===== src/rtl/hwpf_pkg.sv =====
`default_nettype none
// ============================================================================
// Module  : hwpf_pkg
// Brief   : Shared types and helpers for the next-line prefetch issue stage.
// Rev     : 1.0 - initial release
// ============================================================================
package hwpf_pkg;

  localparam int unsigned HWPF_ADDR_WIDTH = 40;
  localparam int unsigned HWPF_TID_WIDTH  = 4;

  typedef enum logic [1:0] {
    IDLE      = 2'd0,
    WAIT_DATA = 2'd1,
    HOLD      = 2'd2
  } hwpf_issue_state_t;

  typedef struct packed {
    logic                       valid;
    logic [HWPF_ADDR_WIDTH-1:0] addr;
  } req_cpu_dcache_t;

  typedef struct packed {
    logic                       valid;
    logic [HWPF_TID_WIDTH-1:0]  tid;
    logic [HWPF_ADDR_WIDTH-1:0] addr;
  } hwpf_outstanding_entry_t;

  // lane_size must be a power of two
  function automatic logic [HWPF_ADDR_WIDTH-1:0] line_addr(
    input logic [HWPF_ADDR_WIDTH-1:0] addr,
    input int unsigned                lane_size
  );
    logic [HWPF_ADDR_WIDTH-1:0] w_mask;
    w_mask = ~(HWPF_ADDR_WIDTH'(lane_size) - HWPF_ADDR_WIDTH'(1));
    return addr & w_mask;
  endfunction

endpackage : hwpf_pkg
`default_nettype wire


===== src/rtl/hwpf_outstanding_table.sv =====
`default_nettype none
// ============================================================================
// Module  : hwpf_outstanding_table
// Brief   : Tracks in-flight prefetch TIDs (and line addresses when
//           HWPF_ISSUE_DEDUP_EN is defined); allocate, free by TID, count.
// Rev     : 1.0 - initial release
// ============================================================================
module hwpf_outstanding_table
  import hwpf_pkg::*;
#(
  parameter int unsigned MAX_OUTSTANDING = 4,
  parameter int unsigned TID_WIDTH       = 4,
  parameter int unsigned ADDR_WIDTH      = 40
) (
  input  logic                                   clk_i,
  input  logic                                   rst_i,
  input  logic                                   alloc_i,
  input  logic [TID_WIDTH-1:0]                   alloc_tid_i,
`ifdef HWPF_ISSUE_DEDUP_EN
  input  logic [ADDR_WIDTH-1:0]                  alloc_addr_i,
  input  logic [ADDR_WIDTH-1:0]                  match_addr_i,
  output logic                                   match_o,
`endif
  input  logic                                   free_i,
  input  logic [TID_WIDTH-1:0]                   free_tid_i,
  output logic [$clog2(MAX_OUTSTANDING+1)-1:0]   count_o,
  output logic                                   full_o
);

  localparam int unsigned CNT_W = $clog2(MAX_OUTSTANDING+1);

  logic [MAX_OUTSTANDING-1:0] r_vld;
  logic [TID_WIDTH-1:0]       r_tid [MAX_OUTSTANDING];
  logic [MAX_OUTSTANDING-1:0] w_alloc_sel;
  logic [MAX_OUTSTANDING-1:0] w_free_hit;

  // Lowest free slot wins the allocation
  always_comb begin
    logic v_found;
    v_found     = 1'b0;
    w_alloc_sel = '0;
    for (int i = 0; i < MAX_OUTSTANDING; i++) begin
      if (!r_vld[i] && !v_found) begin
        w_alloc_sel[i] = 1'b1;
        v_found        = 1'b1;
      end
    end
  end

  for (genvar g = 0; g < MAX_OUTSTANDING; g++) begin : g_hit
    assign w_free_hit[g] = free_i && r_vld[g] && (r_tid[g] == free_tid_i);
  end

  always_ff @(posedge clk_i or posedge rst_i) begin
    if (rst_i) begin
      r_vld <= '0;
      for (int i = 0; i < MAX_OUTSTANDING; i++) r_tid[i] <= '0;
    end else begin
      for (int i = 0; i < MAX_OUTSTANDING; i++) begin
        if (alloc_i && w_alloc_sel[i]) begin
          r_vld[i] <= 1'b1;
          r_tid[i] <= alloc_tid_i;
        end else if (w_free_hit[i]) begin
          r_vld[i] <= 1'b0;
        end
      end
    end
  end

`ifdef HWPF_ISSUE_DEDUP_EN
  logic [ADDR_WIDTH-1:0] r_addr [MAX_OUTSTANDING];

  always_ff @(posedge clk_i or posedge rst_i) begin
    if (rst_i) begin
      for (int i = 0; i < MAX_OUTSTANDING; i++) r_addr[i] <= '0;
    end else begin
      for (int i = 0; i < MAX_OUTSTANDING; i++)
        if (alloc_i && w_alloc_sel[i]) r_addr[i] <= alloc_addr_i;
    end
  end

  always_comb begin
    match_o = 1'b0;
    for (int i = 0; i < MAX_OUTSTANDING; i++)
      if (r_vld[i] && (r_addr[i] == match_addr_i)) match_o = 1'b1;
  end
`endif

  assign count_o = CNT_W'($countones(r_vld));
  assign full_o  = (count_o == CNT_W'(MAX_OUTSTANDING));

endmodule : hwpf_outstanding_table
`default_nettype wire


===== src/rtl/hwpf_issue_ctrl.sv =====
`default_nettype none
// ============================================================================
// Module  : hwpf_issue_ctrl
// Brief   : Pops prefetch queue entries, holds one and issues it to the
//           HPDcache with TID tagging, timeout drop and optional dedup
//           (HWPF_ISSUE_DEDUP_EN).
// Rev     : 1.0 - initial release
// ============================================================================
module hwpf_issue_ctrl
  import hwpf_pkg::*;
#(
  parameter type         cpu_addr_t      = req_cpu_dcache_t,
  parameter int unsigned ADDR_WIDTH      = 40,
  parameter int unsigned LANE_SIZE       = 64,
  parameter int unsigned TID_WIDTH       = 4,
  parameter int unsigned MAX_OUTSTANDING = 4,
  parameter int unsigned HOLD_TIMEOUT    = 16
) (
  input  logic                  clk_i,
  input  logic                  rst_i,
  input  logic                  flush_i,
  input  logic                  demand_valid_i,
  output logic                  fifo_read_o,
  input  logic                  fifo_req_valid_i,
  input  cpu_addr_t             fifo_req_i,
  output logic                  pf_req_valid_o,
  input  logic                  pf_req_ready_i,
  output logic [ADDR_WIDTH-1:0] pf_req_addr_o,
  output logic [TID_WIDTH-1:0]  pf_req_tid_o,
  input  logic                  pf_rsp_valid_i,
  input  logic [TID_WIDTH-1:0]  pf_rsp_tid_i,
  output logic                  drop_o,
  output logic                  busy_o
);

  localparam logic [1:0] c_st_idle = IDLE;
  localparam logic [1:0] c_st_wait = WAIT_DATA;
  localparam logic [1:0] c_st_hold = HOLD;
  localparam int unsigned CNT_W = $clog2(MAX_OUTSTANDING+1);
  localparam int unsigned TMR_W = $clog2(HOLD_TIMEOUT+1);

  logic [1:0]                 r_state;
  logic [ADDR_WIDTH-1:0]      r_addr;
  logic [TID_WIDTH-1:0]       r_tid;
  logic [TMR_W-1:0]           r_timer;
  logic                       r_asserted;
  logic                       r_drop;
  logic [CNT_W-1:0]           w_count;
  logic                       w_full;
  logic                       w_issue;
  logic                       w_capture;
  logic                       w_dup;
  logic [HWPF_ADDR_WIDTH-1:0] w_line;

  assign w_line    = line_addr(fifo_req_i.addr, LANE_SIZE);
  assign w_capture = fifo_req_valid_i && fifo_req_i.valid;

  // Valid is gated by demand only until first shown; after that it is held
  assign pf_req_valid_o = (r_state == c_st_hold) && (r_asserted || !demand_valid_i);
  assign w_issue        = pf_req_valid_o && pf_req_ready_i;
  assign fifo_read_o    = !rst_i && (r_state == c_st_idle) && !w_full && !flush_i;
  assign pf_req_addr_o  = r_addr;
  assign pf_req_tid_o   = r_tid;
  assign drop_o         = r_drop;
  assign busy_o         = (r_state != c_st_idle) || (w_count != '0);

  always_ff @(posedge clk_i or posedge rst_i) begin
    if (rst_i) begin
      r_state    <= c_st_idle;
      r_addr     <= '0;
      r_tid      <= '0;
      r_timer    <= '0;
      r_asserted <= 1'b0;
      r_drop     <= 1'b0;
    end else begin
      r_drop <= 1'b0;
      case (r_state)
        c_st_idle: begin
          if (fifo_read_o) r_state <= c_st_wait;
        end
        c_st_wait: begin
          r_state <= c_st_idle;
          if (!flush_i && w_capture) begin
            if (w_dup) begin
              r_drop <= 1'b1;
            end else begin
              r_addr     <= w_line[ADDR_WIDTH-1:0];
              r_timer    <= '0;
              r_asserted <= 1'b0;
              r_state    <= c_st_hold;
            end
          end
        end
        c_st_hold: begin
          // A handshake completing under flush is still recorded
          if (w_issue) begin
            r_tid      <= r_tid + TID_WIDTH'(1);
            r_asserted <= 1'b0;
            r_timer    <= '0;
            r_state    <= c_st_idle;
          end else if (flush_i) begin
            r_asserted <= 1'b0;
            r_timer    <= '0;
            r_state    <= c_st_idle;
          end else if (pf_req_valid_o) begin
            r_asserted <= 1'b1;
          end else if (r_timer == TMR_W'(HOLD_TIMEOUT-1)) begin
            r_drop  <= 1'b1;
            r_timer <= '0;
            r_state <= c_st_idle;
          end else begin
            r_timer <= r_timer + TMR_W'(1);
          end
        end
        default: r_state <= c_st_idle;
      endcase
    end
  end

  hwpf_outstanding_table #(
    .MAX_OUTSTANDING (MAX_OUTSTANDING),
    .TID_WIDTH       (TID_WIDTH),
    .ADDR_WIDTH      (ADDR_WIDTH)
  ) u_table (
    .clk_i        (clk_i),
    .rst_i        (rst_i),
    .alloc_i      (w_issue),
    .alloc_tid_i  (r_tid),
`ifdef HWPF_ISSUE_DEDUP_EN
    .alloc_addr_i (r_addr),
    .match_addr_i (w_line[ADDR_WIDTH-1:0]),
    .match_o      (w_dup),
`endif
    .free_i       (pf_rsp_valid_i),
    .free_tid_i   (pf_rsp_tid_i),
    .count_o      (w_count),
    .full_o       (w_full)
  );

`ifndef HWPF_ISSUE_DEDUP_EN
  assign w_dup = 1'b0;
`endif

endmodule : hwpf_issue_ctrl
`default_nettype wire


===== config.mk =====
export PLATFORM = sky130hd
export DESIGN_NAME = hwpf_issue_ctrl
export DESIGN_NICKNAME = d
export VERILOG_FILES = /design/src/rtl/hwpf_pkg.sv /design/src/rtl/hwpf_outstanding_table.sv /design/src/rtl/hwpf_issue_ctrl.sv
export SDC_FILE = /design/constraint.sdc
export NUM_CORES = 1
export LEC_CHECK = 0
export CAP_MARGIN = 20
export CORE_ASPECT_RATIO = 0.7
export CORE_UTILIZATION = 35
export CTS_BUF_LIST = sky130_fd_sc_hd__clkbuf_4 sky130_fd_sc_hd__clkbuf_8
export DETAILED_ROUTE_END_ITERATION = 6
export GPL_ROUTABILITY_DRIVEN = 1
export PLACE_DENSITY = 0.66
export SYNTH_ARGS = -nofsm -noshare
export SYNTH_HDL_FRONTEND = slang
export SYNTH_SLANG_ARGS = --single-unit
export TNS_END_PERCENT = 50

===== constraint.sdc =====
create_clock -name clk_i -period 2.44 [get_ports clk_i]
set_clock_uncertainty 0.1 [all_clocks]
set_input_delay 0.732 -clock clk_i [delete_from_list [all_inputs] [get_ports clk_i]]
set_output_delay 0.732 -clock clk_i [all_outputs]
set_load 0.01 [all_outputs]

==> run summary, run 1 <==
The run finished, with violations left. The final reports fail on negative setup slack. The remaining global-route overflow was 0; the total half-perimeter wirelength after legalization and detailed placement was 4.94 mm. The initial antenna violation count came out at 0. Yosys attributes the largest share of cell area to sky130_fd_sc_hd__dfrtp_1, sky130_fd_sc_hd__mux2_2, sky130_fd_sc_hd__ha_1, sky130_fd_sc_hd__xor2_1, sky130_fd_sc_hd__xnor2_1. At the worst endpoint, the arrival time is 2.29 ns. The largest area contributor in the synthesized netlist was sky130_fd_sc_hd__dfrtp_1. Synthesis produced a netlist whose cell count is 227. After floorplanning, the core was divided into 28 placement rows.

The number of non-filler instances in the completed layout was 464; the fraction of final layout cells with drive strength greater than 1 was 0.299. Setup repair after global routing could not meet its margin everywhere. CTS saw 67 sinks.

The async set-or-reset flop fraction in the synthesized netlist was 1.00; the initial core utilization was 0.362. Count of antenna-violating nets left after detailed routing: 0. The count of flip-flops with a built-in enable after synthesis works out to 0. The tools report the area of the core as 8440 um2.

The class of the tightest hold or removal check was flip-flop to flip-flop. The final layout contains routed wiring with a total length of 6.83 mm. The critical setup path kind was flip-flop to primary output. TritonCTS built the clock tree.

The logs give 0 for the final number of max-transition violations and 0 for the antenna diode instance count. The number of nets in the layout was 403. The synthesized netlist occupies a cell area of 3060 um2.

Dividing the detail-routed wire length by the instance count gives 14.7 um. Chip height: 80.2 um. The sequential fraction of the synthesis area is 0.549, and the maximum net fanout on the critical path is 2. The first TritonRoute pass finished after 2 iterations.

STA classifies the critical path startpoint as a flip-flop. Across all layers, the routed design uses 2106 vias. Among cell families on the critical path, the largest total delay comes from adder cells.

For this design the static power due to leakage is 2.04 nW. Data on the critical path is required at its endpoint by 1.61 ns. For this run, design rule violations remaining after detail routing come to 0.

Setup violations remaining at the end of the flow were counted as 3. The post-layout minimum cycle time came out at 3.13 ns. Once placement completed, the tool counted placed cells totaling 445.

In this run the horizontal extent of the chip is 114 um. The global-route usage over all layers came out at 0.159. The critical path contains buffers and inverters numbering 4 combined. Critical path's slowest cell: sky130_fd_sc_hd__fa_1. The via density per instance is 4.54. Setup total negative slack on the finished layout was measured at -1.17 ns. For this run, the slowest stage of the critical path takes 0.47 ns.

The floorplan step defined a die boundary enclosing 9110 um2. The top-area cell type share of the netlist area was 0.549. The run gives 2227 as the number of global-route vias before repair.

The number of warning messages in the yosys log is 0, and the power per cell area is 938 nW/um2. The clock buffer count from CTS came out at 9. The most used flip-flop cell after synthesis is sky130_fd_sc_hd__dfrtp_1. Entering global routing, the biggest net connects 36 pins.

Kind of capture point of the worst setup path: a primary output. Yosys mapped the design onto 41 distinct sky130hd cell types. The run gives 0 as the final number of hold-violating endpoints.

The clock transition at the registers of the reported paths is 0.07 ns, and the smallest setup slack after layout is -0.686 ns. The mean cell area of the mapped netlist is 13.5 um2, and the signed area change from the synthesized netlist to the final layout is 45.3%. The tree is rooted in a sky130_fd_sc_hd__clkbuf_8.

Counting flops and latches in the post-synthesis netlist gives 67. The count of filler cells inserted in the layout was 752; the first-pass GRT wire length was 10.9 mm. The run gives 0.602 mV as the worst vdd rail ir drop. For the share of the core filled with cells, the log shows 0.526. The maximum level of the CTS H-tree was 3.

Walking the worst path, the cells encountered are inv_2 -> ha_4 -> inv_4 -> ha_4 -> inv_2 -> fa_1 -> nor3b_4 -> nor4b_2 -> buf_2. The I/O pin count was 100; the share of the cycle needed by the critical path after routing was 1.28. The count of buffers added on input and output ports is 87.

In this run the deepest clock path goes through 2 buffers. Maximum operating frequency: 0.320 GHz. For this block, the initial DRC count from the detailed router was 47. For the number of buffers inserted for hold repair after clock tree synthesis, the log shows 0. At the end of routability-driven placement, the weighted congestion stood at 0.727. OpenSTA, run right after detailed placement, puts the worst setup slack at -0.737 ns.

At the later pin of the worst-skew pair, clock insertion delay measures 0.34 ns. Across the run, the number of max-cap violations was 0.
[kinds of logic after synthesis]
kind of cell    Yosys count  synth area share
compound gates           18            0.0438
mux                      53             0.195
simple gates             36            0.0733
buf+inv                  22            0.0360
xor+xnor                 19            0.0545
fa+ha+maj                11            0.0475
other cells               1           0.00123
flops                    67             0.549
[cell usage after synthesis, drive strengths merged (2+ instances only)]
| library cell | instances |
|---|---|
| a21o | 4 |
| buf | 10 |
| dfrtp | 67 |
| ha | 10 |
| inv | 11 |
| mux2 | 52 |
| nand2 | 10 |
| nand2b | 2 |
| nand3 | 3 |
| nand3b | 2 |
| nand4b | 3 |
| nor3 | 2 |
| nor3b | 2 |
| nor4 | 3 |
| o21ai | 4 |
| o31ai | 2 |
| o41ai | 2 |
| xnor2 | 6 |
| xor2 | 13 |
[final timing paths]
path / start / slack [ns] / endpoint / depth (start not counted)
min in group asynchronous: rst_i / 0.80 / u_table.r_vld[2] / 3
max in group asynchronous: rst_i / 0.95 / pf_req_addr_o[20] / 4
worst min-delay path: r_timer[4] / 0.40 / drop_o / 1
worst min register to register: r_timer[4] / 0.40 / drop_o / 1
worst max register to register: u_table.r_vld[1] / -0.02 / r_state[0] / 10
worst max-delay path: u_table.r_vld[1] / -0.69 / fifo_read_o / 9
[through the flow]
stage | area [um2] | hold slack [ns] | total power, mW
CTS | 4370 | 0.396 | 4.15
global placement | 4200 | 0.363 | 3.27
floorplan | 3080 | 0.350 | 2.36
finish | 4440 | 0.398 | 4.17
global route | 4440 | 0.422 | 4.42
detailed placement | 4200 | 0.381 | 3.30
[cell type report]
| type | instances | area, um2 | area share |
|---|---|---|---|
| Multi-Input combinational cell | 143 | 1350 | 0.303 |
| Tap cell | 120 | 150 | 0.0338 |
| Clock buffer | 12 | 153 | 0.0344 |
| Clock inverter | 3 | 15.0 | 0.00338 |
| Timing Repair Buffer | 108 | 1050 | 0.237 |
| Sequential cell | 67 | 1680 | 0.378 |
| Inverter | 11 | 47.5 | 0.0107 |
[cell usage in the layout (no fill, tap or decap), types with 2 or more instances in the layout]
master	instances
sky130_fd_sc_hd__o41ai_1	2
sky130_fd_sc_hd__buf_2	3
sky130_fd_sc_hd__clkbuf_8	10
sky130_fd_sc_hd__nand2_1	10
sky130_fd_sc_hd__clkinv_2	3
sky130_fd_sc_hd__buf_4	18
sky130_fd_sc_hd__a21o_1	4
sky130_fd_sc_hd__inv_2	3
sky130_fd_sc_hd__nor4_1	3
sky130_fd_sc_hd__o31ai_1	2
sky130_fd_sc_hd__clkdlybuf4s50_1	83
sky130_fd_sc_hd__mux2_2	52
sky130_fd_sc_hd__nor3_1	2
sky130_fd_sc_hd__nand2b_1	2
sky130_fd_sc_hd__dfrtp_1	67
sky130_fd_sc_hd__o21ai_0	3
sky130_fd_sc_hd__buf_12	3
sky130_fd_sc_hd__xnor2_1	6
sky130_fd_sc_hd__clkbuf_4	2
sky130_fd_sc_hd__inv_1	6
sky130_fd_sc_hd__ha_4	3
sky130_fd_sc_hd__xor2_1	13
sky130_fd_sc_hd__ha_1	7
sky130_fd_sc_hd__conb_1	6
sky130_fd_sc_hd__nand3_1	3
sky130_fd_sc_hd__nand4b_1	3
[routing by layer]
layer,global-route usage,wire length [um],vias to the layer above
met5,0,0,-
met4,0.0632,98,0
met3,0.0815,619,11
met2,0.225,2880,65
met1,0.204,3230,1021
li1,-,-,1009
[state kept, by name, indices dropped and copies added (netlist names)]
name / count
drop_o: 1
pf_req_addr_o: 34
pf_req_tid_o: 4
r_asserted: 1
r_state: 2
r_timer: 5
u_table.r_tid: 16
u_table.r_vld: 4
[power breakdown]
group | switching, mW | internal [mW]
Combinational | 0.648 | 1.05
Clock | 0.390 | 0.408
Sequential | 0.213 | 1.45
[what timing repair did]
| item | 4_1_cts | 5_1_grt |
|---|---|---|
| pin swaps | 0 | 4 |
| setup endpoints to repair | 5 | 5 |
| resized for setup | 14 | 11 |
| buffers inserted | 1 | 3 |
No activity file was read; power rests on OpenSTA's default activity.
==> inputs of run 2 (changes only) <==
--- a/config.mk
+++ b/config.mk
@@ -7,6 +7,7 @@
 export LEC_CHECK = 0
 export CAP_MARGIN = 20
 export CORE_ASPECT_RATIO = 0.7
+export CORE_MARGIN = 2
 export CORE_UTILIZATION = 35
 export CTS_BUF_LIST = sky130_fd_sc_hd__clkbuf_4 sky130_fd_sc_hd__clkbuf_8
 export DETAILED_ROUTE_END_ITERATION = 6
==> constraint.sdc (replaced) <==
create_clock -name clk_i -period 2.6 [get_ports clk_i]
set_clock_uncertainty 0.1 [all_clocks]
set_input_delay 0.78 -clock clk_i [delete_from_list [all_inputs] [get_ports clk_i]]
set_output_delay 0.78 -clock clk_i [all_outputs]
set_load 0.01 [all_outputs]
==> run summary, run 2 (same netlist as run 1, synthesis figures left out) <==
Clock share of power: 0.188. The library cells used most frequently in the layout, excluding fill and tap cells, are sky130_fd_sc_hd__clkdlybuf4s50_1, sky130_fd_sc_hd__dfrtp_1, sky130_fd_sc_hd__mux2_2. The area of all placed cells without fillers was 4400 um2. Capture instance of the worst register-to-register path: r_state[0]. Summed over all layers, the global routing overflow is 0. The reported net switching power is 1.15 mW, and the fraction of final layout cells with drive strength greater than 1 is 0.293. For this block, the routed nets add up to 6.68 mm of wire. The antenna diode instance count came out at 0. The register with the most flip-flops in the layout has 34 of them. TritonCTS built the clock tree. Before CTS, the worst setup slack after placement is -0.633 ns.

First-pass GRT wire length: 10.6 mm. Entering global routing, the biggest net connects 68 pins. The critical path goes through inv_2 -> ha_4 -> inv_2 -> ha_4 -> inv_2 -> fa_1 -> nor3b_4 -> nor4b_2 -> buf_2. The endpoint of the most critical setup path is fifo_read_o. The power share of the sequential group is 0.403.

In this run the remaining antenna-violating nets after routing total 0. Data on the critical path arrives at its endpoint at 2.32 ns. The die covers 9510 um2. Across the run, the number of max-cap violations was 0.

The most critical setup path has its startpoint at u_table.r_vld[1]. The tools report the count of filler cells inserted in the layout as 762. The initial core utilization was 0.360. Buffers placed on the I/O ports in this run total 87. Clock tree synthesis inserted a total of 9 buffers. The smallest setup slack after layout was -0.596 ns. The latest clock arrival within the worst-skew pair was 0.34 ns; the number of global-route vias before repair was 2205. In this run the worst path has a maximum fanout of 2. The routed design could run at a clock period as short as 3.20 ns. The startpoint identified for the worst register-to-register timing path is u_table.r_vld[1]. The run gives 0.07 ns as the worst-case register-to-register setup slack. Setup repair after global routing could not meet its margin everywhere. The routed length per placed instance works out to 14.5 um.

The first routing iteration left 44 violations. The final number of max-transition violations is 0. Cell-internal power: 2.70 mW. Critical path's slowest cell: sky130_fd_sc_hd__fa_1. STA classifies the critical path endpoint as a primary output. The region available for standard cell placement spans 8480 um2. Power per cell area: 876 nW/um2.

The I/O pin count is 100, and the buffer depth of the longest clock path is 2. The worst register-to-register path has a depth of 11. The proportion of power drawn by combinational gates was 0.409; the global-route usage over all layers was 0.150. Setup violations remaining at the end of the flow were counted as 2. The final weighted congestion in routability-driven placement came out at 0.832.

For this design, the sink count on the clock tree is 67. The logs give 4 for the detailed-router iteration count before antenna repair and 0.380 ns for the worst hold margin. Library cell used as clock root buffer: sky130_fd_sc_hd__clkbuf_8. At the end of the flow, the number of nets in the layout was 401. The tools report the initial antenna violation count as 0. The worst setup path is launched from a flip-flop. Across the VDD grid, the largest voltage drop is 0.548 mV. The DRC violation count after routing is 0, and the detailed-route via count is 2109.

The multi-input combinational cells in the finished layout cover a total of 1350 um2. Fraction of power spent switching nets: 0.299. Share of the cycle needed by the critical path after routing: 1.23. Measured along the x axis, the die boundary spans 116 um. The HPWL after detailed placement is 4.68 mm. STA puts the critical path data required time at 1.72 ns. The floorplan has 28 rows.

In this run the static leakage power is 2.01 nW. The chip height was 82.2 um. After detailed routing, the number of vias per cell comes to 4.57. Based on the critical path, the design can be clocked at up to 0.313 GHz. The run finished, with violations left.

Leaving out fill and tap cells, the most frequent cell in the layout is sky130_fd_sc_hd__clkdlybuf4s50_1. The H-tree was split into 3 levels. The final number of hold-violating endpoints is 0, and the clock transition at the registers of the reported paths is 0.06 ns. Cell with the most instances on the worst path: sky130_fd_sc_hd__inv_2. The critical path in this run is classified as flip-flop to primary output.

The final reports fail on negative setup slack. The largest stage delay on the critical path is 0.48 ns. Summing all placed instances gives a cell area of 4170 um2.

In the final layout, flip-flops and latches occupy 1680 um2. Compared with the post-synthesis result, the final layout area differs by 44.0%. The class of the tightest hold or removal check is flip-flop to flip-flop.
[run 2: changes by cell type in the layout (fill, tap and decap cells not counted), sizes merged]
cell           before  now
dlymetal6s2s        1    0
clkdlybuf4s50      83   84
clkbuf             12   11
inv                10   11
buf                24   22
clkinv              3    2
[run 2: how the worst min path moves through the flow]
stage | start | end | cells past startpoint
floorplan | r_timer[4] | drop_o | 1
global placement | r_asserted | r_asserted | 1
detailed placement | r_asserted | r_asserted | 1
CTS | r_asserted | r_asserted | 1
global route | r_asserted | r_asserted | 1
finish | r_asserted | r_asserted | 1
[run 2: power groups by stage]
| stage | registers [mW] | logic (mW) | clock network [mW] |
|---|---|---|---|
| final | 1.55 | 1.58 | 0.723 |
| after global routing | 1.59 | 1.71 | 0.809 |
| after CTS | 1.55 | 1.54 | 0.763 |
| after detailed placement | 1.57 | 1.53 | 0 |
| after global placement | 1.55 | 1.52 | 0 |
| after floorplan | 1.68 | 0.531 | 0 |
[run 2: timing repair]
| action | in CTS | in global routing |
|---|---|---|
| setup buffers | 1 | 3 |
| gates resized for setup | 12 | 11 |
| pin swaps | 1 | 4 |
| setup endpoints to repair | 4 | 5 |
| hold buffers | 0 | 0 |
[run 2: through the flow]
step	setup TNS [ns]	power [mW]	util	instances
final	-0.980	3.85	0.519	461
after global routing	-1.16	4.11	0.519	461
after CTS	-0.890	3.85	0.511	458
after global placement	-1.32	3.07	0.492	443
after floorplan	-0.0836	2.21	-	232
after detailed placement	-1.44	3.09	0.492	443
[run 2: final cells by class]
cell class / count / share of cell area
sequential: 67 / 0.381
multi-input combinational: 143 / 0.307
tap: 120 / 0.0341
clock inverter: 3 / 0.00398
inverter: 11 / 0.00939
timing repair buffer: 106 / 0.233
clock buffer: 11 / 0.0316
[run 2: worst max-delay path, delay by kind of cell, from the launching register on]
kind | cells | cell delay, ns
adders and majority gates | 3 | 0.80
and+or+nand+nor | 2 | 0.44
buffers and inverters | 4 | 0.35
DFF | 1 | 0.39
[run 2: layer usage]
layer,part of all wire,up-vias,global-route usage
li1,-,1001,-
met1,0.45,1028,0.190
met2,0.43,68,0.215
met3,0.10,12,0.0803
met4,0.018,0,0.0643
met5,0,-,0
==> RTL change, RTL diff (flow settings as in run 1) <==
Build with the macro `HWPF_ISSUE_DEDUP_EN` defined.
--- a/src/rtl/hwpf_outstanding_table.sv
+++ b/src/rtl/hwpf_outstanding_table.sv
@@ -6,4 +6,6 @@
 // Rev     : 1.0 - initial release
 // ============================================================================
+`define HWPF_ISSUE_DEDUP_EN
+
 module hwpf_outstanding_table
   import hwpf_pkg::*;
Check against the original RTL: not equivalent (a bounded check fails within 10 cycles, from zero or initial values and one cycle with rst_i high).
==> RTL change against run 1 <==
  * Routed wire length grew to 4.5 times the old value
  * Worst setup slack worse by 0.14 ns
  * Power grew to 2.6 times the old value
  * Sequential cell count is 136 higher
  * Final area grew to 3.2 times the old value
  * Synthesized area grew to 3.4 times the old value
  * Sequential share of layout area is 2.1 points lower
  * Critical path depth stayed put
  * Critical path type unchanged
  * The flow still finishes with violations (setup timing)
==> RTL change: results (changes against run 1) <==
[run_status]
outcome=finished, violations left
violations=setup timing

[synthesis]
seq_area_frac_synth=0.4901  ; -0.05863
synthDistinctLibCells=60  ; +46%
netlist_top_cells_area=dfrtp_1 (49%), mux2_2 (16%), xnor2_1 (12%)
netlist_top_cells_count=dfrtp_1 (203), mux2_2 (146), xnor2_1 (137)
mean_area_per_synthesized_cell_sq_um=12.76  ; -5.2%

[routing]
detail_route.wirelength_um=30540  ; +350%
drt-wirelength-per-cell_um=20.50  ; +39%
routed-via-count=7466  ; +250%
drt_pass1_iterations=5  ; +3

[placed_design]
hpwlAfterDp_um=22550  ; +360%
dp.cells=1417  ; +220%
gp_routability_congestion=0.8938  ; +23%
place_worst_setup_slack_ns=-1.006  ; -0.2684 ns
placedInstanceArea_sq_mm=0.01303  ; +210%

[finish]
final_layout_size_suffix_gt1_frac=0.5117  ; +0.2123
total_area_of_multi_input_combinational_cells_sq_mm=0.005429  ; +300%
filler_cells=2611  ; +250%
flip_flop_count_of_the_largest_register_after_layout=136  ; +300%
nNetsFinal=1153  ; +190%

[power]
p_switching_w=0.003337  ; +170%
leakagePower_nw=6.661  ; +230%
vdd.ir_drop.worst_v=0.0004768  ; -21%

[grt]
grt_use_total=0.2050  ; +0.04583
wire_length_of_the_first_global_routing_pass_um=46730  ; +330%
grt_max_degree=80  ; +120%
grt_pass1_vias=7628  ; +240%

[min_path]
hold_start=u_table.r_tid[3]$_DFFE_PP0P_

[setup_path]
crit-reg2reg-launch=u_table.r_addr[35]$_DFFE_PP0P_
ff2ff_setup_slack_ns=0.03  ; +0.05 ns
critPathLaunchType=flop
critical_path_arrival_ns=2.44  ; +0.15 ns
r2r_end=r_timer[0]$_DFFE_PP0P_

[cts]
htree_num_levels=2  ; -1
clkLatencyLatePin_ns=0.55  ; +0.21 ns
clock_path_buffers=3  ; +1
post_cts_resized=107  ; +93
cts_post_setup_buffers_inserted=7  ; +6
cts-buffers-inserted=35  ; +26

[timing]
setup_tns_ns=-2.795  ; -1.626 ns
finalSetupViolCount=36  ; +33
post-route-worst-setup-slack_ns=-0.8284  ; -0.1428 ns

## RTL change: cell types whose count changed after synthesis, sizes merged, moves of 5 or more
cell	run 1	this run
dfrtp	67	203
mux2	52	186
xnor2	6	137
nand4	1	59
buf	10	56
nor4	3	16
nor2	1	12
nand3	3	13
o21ai	4	13
nand2	10	17
inv	11	16
xor2	13	18
## RTL change: final cells by class
| type | instances | area share |
|---|---|---|
| Inverter | 16 | 0.004451 |
| Sequential cell | 203 | 0.3563 |
| Timing Repair Buffer | 296 | 0.1785 |
| Clock inverter | 6 | 0.002618 |
| Multi-Input combinational cell | 538 | 0.3787 |
| Clock buffer | 53 | 0.04651 |
| Tap cell | 378 | 0.03299 |
## RTL change: routing by layer
| metal | track usage | vias up | part of all wire | wire [um] |
|---|---|---|---|---|
| met2 | 0.2912 | 185 | 0.42 | 12800 |
| met4 | 0.04593 | 0 | 0.013 | 389 |
| li1 | - | 3413 | - | - |
| met3 | 0.04230 | 34 | 0.051 | 1553 |
| met1 | 0.3163 | 3834 | 0.52 | 15800 |
| met5 | 0 | - | 0 | 0 |
## RTL change: power by group through the flow
stage                     clock, W  sequential [W]  combinational, W
after detailed placement         0         0.00457           0.00293
after global placement           0         0.00455           0.00290
after global routing       0.00338         0.00468           0.00322
final                      0.00315         0.00458           0.00304
after floorplan                  0         0.00447           0.00130
after CTS                  0.00324         0.00455           0.00299
## RTL change: cells by family after synthesis
logic type                 after synthesis  share of synthesized area
DFF                                    203                     0.4901
buffers and inverters                   76                    0.04068
other                                    1                  0.0003618
AOI/OAI and AO/OA                       32                    0.02306
muxes                                  187                     0.2146
xor gates and xnor gates               155                     0.1310
and+or+nand+nor                        147                    0.08619
adders and majority gates               11                    0.01400
